`config.mk`:
```
export PLATFORM = sky130hd
export DESIGN_NAME = sap_controller
export DESIGN_NICKNAME = d
export VERILOG_FILES = /design/src/rtl/sap_pkg.sv /design/src/rtl/sap_controller_step_sync.sv /design/src/rtl/sap_controller.sv
export SDC_FILE = /design/constraint.sdc
export NUM_CORES = 1
export LEC_CHECK = 0
export BUFFER_PORTS_ARGS = -buffer_cell sky130_fd_sc_hd__clkbuf_2
export CORE_MARGIN = 2
export CORE_UTILIZATION = 41
export CTS_CLUSTER_DIAMETER = 50
export DETAILED_ROUTE_END_ITERATION = 10
export GPL_TIMING_DRIVEN = 0
export PLACE_DENSITY = 0.75
export SLEW_MARGIN = 20
export SYNTH_ARGS = -nofsm -noshare
export SYNTH_HDL_FRONTEND = slang
export SYNTH_SLANG_ARGS = --single-unit
```
`constraint.sdc`:
```
create_clock -name CLK -period 1.3 [get_ports CLK]
set_input_delay 0.065 -clock CLK [delete_from_list [all_inputs] [get_ports CLK]]
set_output_delay 0.065 -clock CLK [all_outputs]
set_load 0.02 [all_outputs]
```
`src/rtl/sap_pkg.sv`:
```
// Shared definitions for the SAP control sequencer: opcodes, T-state
// encoding and the bit layout of the internal control word.
package sap_pkg;

  localparam logic [3:0] OP_LDA = 4'b0000;
  localparam logic [3:0] OP_ADD = 4'b0001;
  localparam logic [3:0] OP_SUB = 4'b0010;
  localparam logic [3:0] OP_OUT = 4'b1110;
  localparam logic [3:0] OP_HLT = 4'b1111;

  typedef enum logic [2:0] {
    S_T1   = 3'd0,
    S_T2   = 3'd1,
    S_T3   = 3'd2,
    S_T4   = 3'd3,
    S_T5   = 3'd4,
    S_T6   = 3'd5,
    S_T7   = 3'd6,
    S_HALT = 3'd7
  } state_t;

  localparam int CW_W  = 12;
  localparam int CW_CP = 0;
  localparam int CW_EP = 1;
  localparam int CW_LM = 2;
  localparam int CW_CE = 3;
  localparam int CW_LI = 4;
  localparam int CW_EI = 5;
  localparam int CW_LA = 6;
  localparam int CW_EA = 7;
  localparam int CW_LB = 8;
  localparam int CW_SU = 9;
  localparam int CW_EU = 10;
  localparam int CW_LO = 11;

  typedef logic [CW_W-1:0] cw_t;

  // Instructions that take a memory operand through T5.
  function automatic logic is_mem_op(input logic [3:0] op);
    return (op == OP_LDA) || (op == OP_ADD) || (op == OP_SUB);
  endfunction

endpackage

```
`src/rtl/sap_controller_step_sync.sv`:
```
// Advance qualifier: free-run passes every cycle, single-step passes only
// the first cycle of each STEP high level.
module step_sync (
  input  logic clk,
  input  logic clr_n,
  input  logic run,
  input  logic step,
  output logic adv
);

  logic step_q;

  always_ff @(posedge clk) begin
    if (!clr_n) begin
      step_q <= 1'b0;
    end else begin
      step_q <= step;
    end
  end

  assign adv = run | (step & ~step_q);

endmodule

```
`src/rtl/sap_controller.sv`:
```
// SAP control sequencer: T-state fetch/execute machine with a programmable
// wait for the clocked ALU, driving the bus computer's control word.
module sap_controller #(
  parameter int ALU_LAT = 1
) (
  input  logic       CLK,
  input  logic       CLR_n,
  input  logic [3:0] IR_op,
  input  logic       RUN,
  input  logic       STEP,
  output logic       CP,
  output logic       EP,
  output logic       LM,
  output logic       CE,
  output logic       LI,
  output logic       EI,
  output logic       LA,
  output logic       EA,
  output logic       LB,
  output logic       SU,
  output logic       EU,
  output logic       LO,
  output logic [2:0] T_STATE,
  output logic       HALTED
);

  import sap_pkg::*;

  localparam logic [2:0] LAT_LAST = (ALU_LAT == 0) ? 3'd0 : 3'(ALU_LAT - 1);

  state_t     state, state_next;
  logic [2:0] wait_cnt, wait_cnt_next;
  logic       adv;
  logic       is_sub;
  cw_t        cw;

  step_sync u_step_sync (
    .clk   (CLK),
    .clr_n (CLR_n),
    .run   (RUN),
    .step  (STEP),
    .adv   (adv)
  );

  assign is_sub = (IR_op == OP_SUB);

  always_ff @(posedge CLK) begin
    if (!CLR_n) begin
      state    <= S_T1;
      wait_cnt <= 3'd0;
    end else begin
      state    <= state_next;
      wait_cnt <= wait_cnt_next;
    end
  end

  always_comb begin
    state_next    = state;
    wait_cnt_next = wait_cnt;
    if (adv) begin
      case (state)
        S_T1: state_next = S_T2;
        S_T2: state_next = S_T3;
        S_T3: state_next = S_T4;
        S_T4: begin
          if (is_mem_op(IR_op))       state_next = S_T5;
          else if (IR_op == OP_HLT)   state_next = S_HALT;
          else                        state_next = S_T1;
        end
        S_T5: begin
          if (IR_op == OP_ADD || IR_op == OP_SUB)
            state_next = (ALU_LAT == 0) ? S_T7 : S_T6;
          else
            state_next = S_T1;
        end
        S_T6: begin
          // Count stalled cycles out so the wait tracks ADV, not raw clocks.
          if (wait_cnt == LAT_LAST) begin
            state_next    = S_T7;
            wait_cnt_next = 3'd0;
          end else begin
            wait_cnt_next = wait_cnt + 3'd1;
          end
        end
        S_T7:    state_next = S_T1;
        S_HALT:  state_next = S_HALT;
        default: state_next = S_T1;
      endcase
    end
  end

  // Enables follow the state alone; load/count strobes are qualified by adv.
  always_comb begin
    cw = '0;
    case (state)
      S_T1: begin
        cw[CW_EP] = 1'b1;
        cw[CW_LM] = adv;
      end
      S_T2: cw[CW_CP] = adv;
      S_T3: begin
        cw[CW_CE] = 1'b1;
        cw[CW_LI] = adv;
      end
      S_T4: begin
        if (is_mem_op(IR_op)) begin
          cw[CW_EI] = 1'b1;
          cw[CW_LM] = adv;
        end else if (IR_op == OP_OUT) begin
          cw[CW_EA] = 1'b1;
          cw[CW_LO] = adv;
        end
      end
      S_T5: begin
        if (IR_op == OP_LDA) begin
          cw[CW_CE] = 1'b1;
          cw[CW_LA] = adv;
        end else if (IR_op == OP_ADD || IR_op == OP_SUB) begin
          cw[CW_CE] = 1'b1;
          cw[CW_LB] = adv;
          cw[CW_SU] = is_sub;
        end
      end
      S_T6: cw[CW_SU] = is_sub;
      S_T7: begin
        cw[CW_EU] = 1'b1;
        cw[CW_LA] = adv;
        cw[CW_SU] = is_sub;
      end
      default: cw = '0;
    endcase
    if (!CLR_n) cw = '0;
  end

  assign CP      = cw[CW_CP];
  assign EP      = cw[CW_EP];
  assign LM      = cw[CW_LM];
  assign CE      = cw[CW_CE];
  assign LI      = cw[CW_LI];
  assign EI      = cw[CW_EI];
  assign LA      = cw[CW_LA];
  assign EA      = cw[CW_EA];
  assign LB      = cw[CW_LB];
  assign SU      = cw[CW_SU];
  assign EU      = cw[CW_EU];
  assign LO      = cw[CW_LO];
  assign T_STATE = state;
  assign HALTED  = CLR_n & (state == S_HALT);

endmodule

```
==> impl_metrics.yaml, run 1 <==
grt:
  grt_antenna_before_repair: 0
  grt_overflow_total: 0
  vias_in_the_first_global_route: 718
  grt_first_pass_wirelength_microns: 3174
  grt_max_degree: 11
  grt.total_usage_pct: 23.03
layout:
  final_design_area_no_fill_sq_um: 1104
  post_layout_nonfiller_instances: 139
  most_common_cell_after_layout_fill_and_taps_aside: "sky130_fd_sc_hd__buf_4"
  most-common-layout-cells: "26 x sky130_fd_sc_hd__buf_4, 9 x sky130_fd_sc_hd__clkbuf_2, 8 x sky130_fd_sc_hd__nand2_1"
  area_growth_pct: 84.52
  final_core_utilization_pct: 82.74
  finish.net_count: 135
  antenna-diode-count: 0
  post_route_cells_drive_above_1_share_pct: 62.10
cts:
  maximum_clock_insertion_buffer_count: 2
  cts.htree.levels: 1
  clk_transition_reported_paths_ps: 50
  cts_tree: "built"
  cts_root_buffer: "sky130_fd_sc_hd__clkbuf_4"
  numCtsBuffers: 3
  worstSkewPairLatency_ps: 260
  cts.sink_count: 7
pwr:
  fraction_of_power_consumed_by_sequential_logic_pct: 34.3
  max-vdd-ir-drop_uv: 575.7
  power.leakage_nw: 0.4758
  power_switching_share_pct: 33.65
  pwr-share-comb_pct: 36.1
  cellPowerDensity_nw_per_um2: 617.3
  power.net_switching_uw: 229.3
  clkPwrFrac_pct: 29.6
  intPower_uw: 452.0
  total_power_uw: 681.3
worst_setup_path:
  worstPathCellList: "buf_8 > buf_4 > buf_6 > nand4b_1 > a211oi_2 > buf_4"
  endpoint_type_of_the_worst_setup_path: "output pin"
  critical_path.startpoint_type: "register"
  path_max_fanout: 4
  critPathRequiredTime_ps: 1240
  timing.critical_path.arrival_ps: 1480
  critical_path.max_stage_delay_ps: 350
  worst-setup-path-type: "register to output pin"
  critical_path.slowest_cell: "sky130_fd_sc_hd__dfxtp_4"
  critical-path-top-cell-by-count: "sky130_fd_sc_hd__buf_4"
synth:
  synth_cell_type_count: 36
  postSynthAreaPerCell_sq_um: 7.571
  mapped_cell_area_sq_um: 598.1
  synth-seq-cells: 7
  synth_edf_count: 0
  ys_async_sr_fraction_pct: 0
  syn_nets: 89
  yosysSeqAreaShare_pct: 23.43
  yosysWarningCount: 0
  postSynth.topFlopCell: "sky130_fd_sc_hd__dfxtp_1"
  syn_inst: 79
route:
  vias: 831
  dr_drc_count: 0
  via_density_per_instance: 5.978
  drtAntennaViolNets: 0
  drt_pass1_iterations: 4
  detail_route.iter0.violations: 40
  detail_route.wl_per_cell_microns: 17.22
  wl_microns: 2394
placement:
  detailedPlacementHpwl_microns: 1155
  postPlaceCellArea_sq_um: 773.2
  placedCellCount: 116
  post-place-ws_ps: -40.13
  portBuffers: 22
  placer_congestion_estimate: 0.8084
floorplan:
  initial_core_util_pct: 44.84
  die_area_sq_um: 1780
  chip_height_microns: 42.20
  die_x_microns: 42.20
  std_cell_rows: 13
  core_region_area_sq_um: 1334
  io_pins: 24
timing:
  final_max_slew_viols: 0
  whs_ps: 60.01
  post_route_clock_skew_ps: 5.510
  timing.fmax_mhz: 649.0
  maxSlewHeadroom_pct: 72.02
  setup_total_negative_slack_ps: -1631
  fin_crit_ps: 1541
  slew_at_the_pin_closest_to_its_max_slew_limit_ps: 416.7
  report.final.setup_viol: 14
  postLayoutSetupSlackWorst_ps: -240.9
  timing_hold_violations_final: 0
  grt_setup_unrepaired: "yes"
  post-route-period-util_pct: 118.5
run:
  max-cap-violations: 0
status:
  failed_checks: "negative setup slack"
  status: "finished, violations left"
worst_hold_path:
  hold_path.class: "input port to register"
==> state kept, by name, indices dropped and copies added, names as in the netlist <==
name	cells
T_STATE	3
u_step_sync.step_q	1
wait_cnt	3
==> logic make-up (layout without fill, tap and decap cells) <==
| logic type | Yosys count | after routing | synth area share [%] |
|---|---|---|---|
| AND/OR/NAND/NOR | 44 | 44 | 42.26 |
| AO/OA/AOI/OAI | 14 | 14 | 17.57 |
| buffers and inverters | 9 | 54 | 7.740 |
| flip-flops | 7 | 7 | 23.43 |
| adder cells (fa/ha/maj) | 2 | 2 | 4.183 |
| multiplexers | 2 | 2 | 3.347 |
| XOR/XNOR | 1 | 1 | 1.465 |
==> cell type report <==
class                   count  area, sq um
multi-input cells          63        515.5
inverters                   4        22.52
plain buffers               5        50.05
flip-flops and latches      7        152.6
clock buffers               4        26.28
fillers                    78        230.2
well taps                  15        18.77
repair buffers             41        317.8
==> layer usage <==
metal,wire [microns],vias up,GRT usage (%)
met4,129,0,7.500
met3,213,12,8.621
met1,891,388,27.23
met5,0,-,0
met2,1159,53,38.15
li1,-,378,-
==> Yosys cell counts (all sizes together), types with 3 or more instances <==
library cell	n	area [sq um]
dfxtp	7	140.1
buf	5	31.28
nand2	8	30.03
inv	4	15.01
nand3	4	20.02
nor4	3	18.77
nand2b	4	25.02
nor3	5	25.02
nor2	6	25.03
==> power by group through the flow <==
stage	sequential [mW]	combinational (mW)	clock, mW
CTS	0.234	0.203	0.204
detailed placement	0.238	0.161	0
finish	0.234	0.246	0.202
floorplan	0.243	0.106	0
global placement	0.238	0.159	0
global route	0.235	0.258	0.229
==> path summary, 6_finish.rpt <==
| kind | cells past startpoint | from | slack, ps | endpoint |
|---|---|---|---|---|
| worst max-delay path | 6 | T_STATE[2]$_SDFFE_PN0P_ | -240 | SU |
| worst min-delay path | 2 | STEP | 60 | u_step_sync.step_q$_SDFF_PN0_ |
| worst max register to register | 5 | T_STATE[1]$_SDFFE_PN0P_ | -60 | wait_cnt[2]$_SDFFE_PN0P_ |
| worst min register to register | 2 | wait_cnt[1]$_SDFFE_PN0P_ | 480 | wait_cnt[1]$_SDFFE_PN0P_ |
==> critical path, delay by kind of cell (launching register included) <==
kind / cells / cell delay, ps
compound gates: 1 / 240
buf+inv: 4 / 510
flops: 1 / 350
simple gates: 1 / 110
==> timing repair <==
action	in CTS	in global routing
buffers inserted	7	13
setup endpoints to repair	14	15
hold buffers	0	0
gates resized for setup	29	23
pin swaps	7	8
No activity file was read; power rests on OpenSTA's default activity.
==> run 2: changes to the inputs <==
--- a/config.mk
+++ b/config.mk
@@ -7,11 +7,12 @@
 export LEC_CHECK = 0
 export BUFFER_PORTS_ARGS = -buffer_cell sky130_fd_sc_hd__clkbuf_2
 export CORE_MARGIN = 2
-export CORE_UTILIZATION = 41
+export CORE_UTILIZATION = 44
+export CTS_BUF_LIST = sky130_fd_sc_hd__clkbuf_8
 export CTS_CLUSTER_DIAMETER = 50
 export DETAILED_ROUTE_END_ITERATION = 10
 export GPL_TIMING_DRIVEN = 0
-export PLACE_DENSITY = 0.75
+export PLACE_DENSITY = 0.8
 export SLEW_MARGIN = 20
 export SYNTH_ARGS = -nofsm -noshare
 export SYNTH_HDL_FRONTEND = slang
==> impl_metrics.yaml, run 2 (synthesis gave the netlist of run 1 again) <==
layout:
  antenna-diode-count: 0
  number_of_inserted_filler_cells_in_the_final_layout: 50
  most_common_cell_after_layout_fill_and_taps_aside: "sky130_fd_sc_hd__buf_4"
  post_route_cells_drive_above_1_share_pct: 63.56
  finish.net_count: 129
  most-common-layout-cells: "20 x sky130_fd_sc_hd__buf_4, 9 x sky130_fd_sc_hd__clkbuf_2, 7 x sky130_fd_sc_hd__buf_6, 7 x sky130_fd_sc_hd__nand2_1"
  area_growth_pct: 86.61
floorplan:
  core_region_area_sq_um: 1285
  std_cell_rows: 13
  die_x_microns: 40.87
  initial_core_util_pct: 46.54
  die_area_sq_um: 1670
  io_pins: 24
  chip_height_microns: 40.87
timing:
  setup_total_negative_slack_ps: -1680
  report.final.setup_viol: 14
  post-route-period-util_pct: 117.9
  final_max_slew_viols: 0
  post_route_clock_skew_ps: 8.461
  postLayoutSetupSlackWorst_ps: -233.0
  timing.fmax_mhz: 652.3
  fin_crit_ps: 1533
  grt_setup_unrepaired: "yes"
  maxSlewHeadroom_pct: 69.81
  whs_ps: 57.02
  slew_at_the_pin_closest_to_its_max_slew_limit_ps: 449.7
  timing_hold_violations_final: 0
cts:
  maximum_clock_insertion_buffer_count: 2
  clk_transition_reported_paths_ps: 50
  cts.sink_count: 7
  cts.htree.levels: 1
  worstSkewPairLatency_ps: 240
  cts_hold_buffers: 0
  cts_root_buffer: "sky130_fd_sc_hd__clkbuf_8"
  cts_tree: "built"
  numCtsBuffers: 3
grt:
  grt.total_usage_pct: 25.39
  grt_max_degree: 11
  grt_overflow_total: 0
  grt_first_pass_wirelength_microns: 2794
  grt_antenna_before_repair: 0
  vias_in_the_first_global_route: 616
route:
  drt_pass1_iterations: 5
  vias: 844
  via_density_per_instance: 6.346
  detail_route.wl_per_cell_microns: 19.84
  drtAntennaViolNets: 0
  dr_drc_count: 0
  detail_route.iter0.violations: 60
  wl_microns: 2639
run:
  max-cap-violations: 0
worst_setup_path:
  critical_path.startpoint_type: "register"
  endpoint_type_of_the_worst_setup_path: "output pin"
  timing.critical_path.arrival_ps: 1470
  critPathRequiredTime_ps: 1240
  path_max_fanout: 6
  worst-setup-path-type: "register to output pin"
status:
  status: "finished, violations left"
  failed_checks: "negative setup slack"
placement:
  portBuffers: 22
  placer_congestion_estimate: 0.8376
  detailedPlacementHpwl_microns: 1158
pwr:
  power.leakage_nw: 0.4641
  max-vdd-ir-drop_uv: 591.7
  cellPowerDensity_nw_per_um2: 740.6
worst_hold_path:
  hold_path.class: "input port to register"
==> run 2: metal layers <==
metal / wire length [microns] / GRT usage (%) / vias up
met5: 0 / 0 / -
met4: 38 / 1.667 / 0
met3: 235 / 7.065 / 9
met2: 1317 / 44.14 / 66
met1: 1047 / 31.94 / 404
li1: - / - / 365
==> run 2: what timing repair did <==
item                       CTS  global route
cloned                       0             0
resized for setup           30            34
setup buffers                6             7
pin swaps                    8            11
setup endpoints to repair   15            14
==> run 2: area by class of cell <==
class	instances	area, sq um	share of cell area (%)
Tap cell	15	18.77	1.682
Multi-Input combinational cell	63	565.5	50.67
Sequential cell	7	148.9	13.34
Clock inverter	1	3.754	0.3363
Buffer	5	53.80	4.821
Inverter	4	22.52	2.018
Timing Repair Buffer	35	261.5	23.43
Clock buffer	3	41.29	3.700
==> run 2: power by group <==
part / switching, mW / internal, mW / total (mW)
Clock: 0.119 / 0.206 / 0.325
Combinational: 0.144 / 0.117 / 0.261
Sequential: 0.0159 / 0.224 / 0.240
==> run 2: worst max-delay path, stage by stage, from the launching register on <==
cell and delay [ps]:
sky130_fd_sc_hd__dfxtp_2 330, sky130_fd_sc_hd__buf_8 140, sky130_fd_sc_hd__inv_8 60, sky130_fd_sc_hd__nand4_1 200
sky130_fd_sc_hd__nor4_2 320, sky130_fd_sc_hd__buf_4 180
==> run 2: path summary, 6_finish.rpt <==
check	start	end	slack (ps)	depth (start not counted)
setup reg to reg	T_STATE[1]$_SDFFE_PN0P_	wait_cnt[2]$_SDFFE_PN0P_	-170	5
hold reg to reg	wait_cnt[1]$_SDFFE_PN0P_	wait_cnt[1]$_SDFFE_PN0P_	480	2
setup / recovery	T_STATE[2]$_SDFFE_PN0P_	LO	-230	5
hold / removal	STEP	u_step_sync.step_q$_SDFF_PN0_	60	2
==> run 2: per-stage QoR <==
| step | area [sq um] | cells | total power, mW | util (%) | setup slack, ps |
|---|---|---|---|---|---|
| 6_report | 1116 | 133 | 0.8265 | 86.85 | -233.0 |
| 5_1_grt | 1116 | 133 | 0.8408 | 86.85 | -305.6 |
| 4_1_cts | 959.7 | 126 | 0.7458 | 74.68 | -135.4 |
| 3_5_place_dp | 773.2 | 116 | 0.3988 | 60.18 | -52.68 |
| 3_3_place_gp | 773.2 | 116 | 0.3965 | 60.18 | -19.56 |
| 2_1_floorplan | 644.4 | 79 | 0.3487 | - | -97.93 |
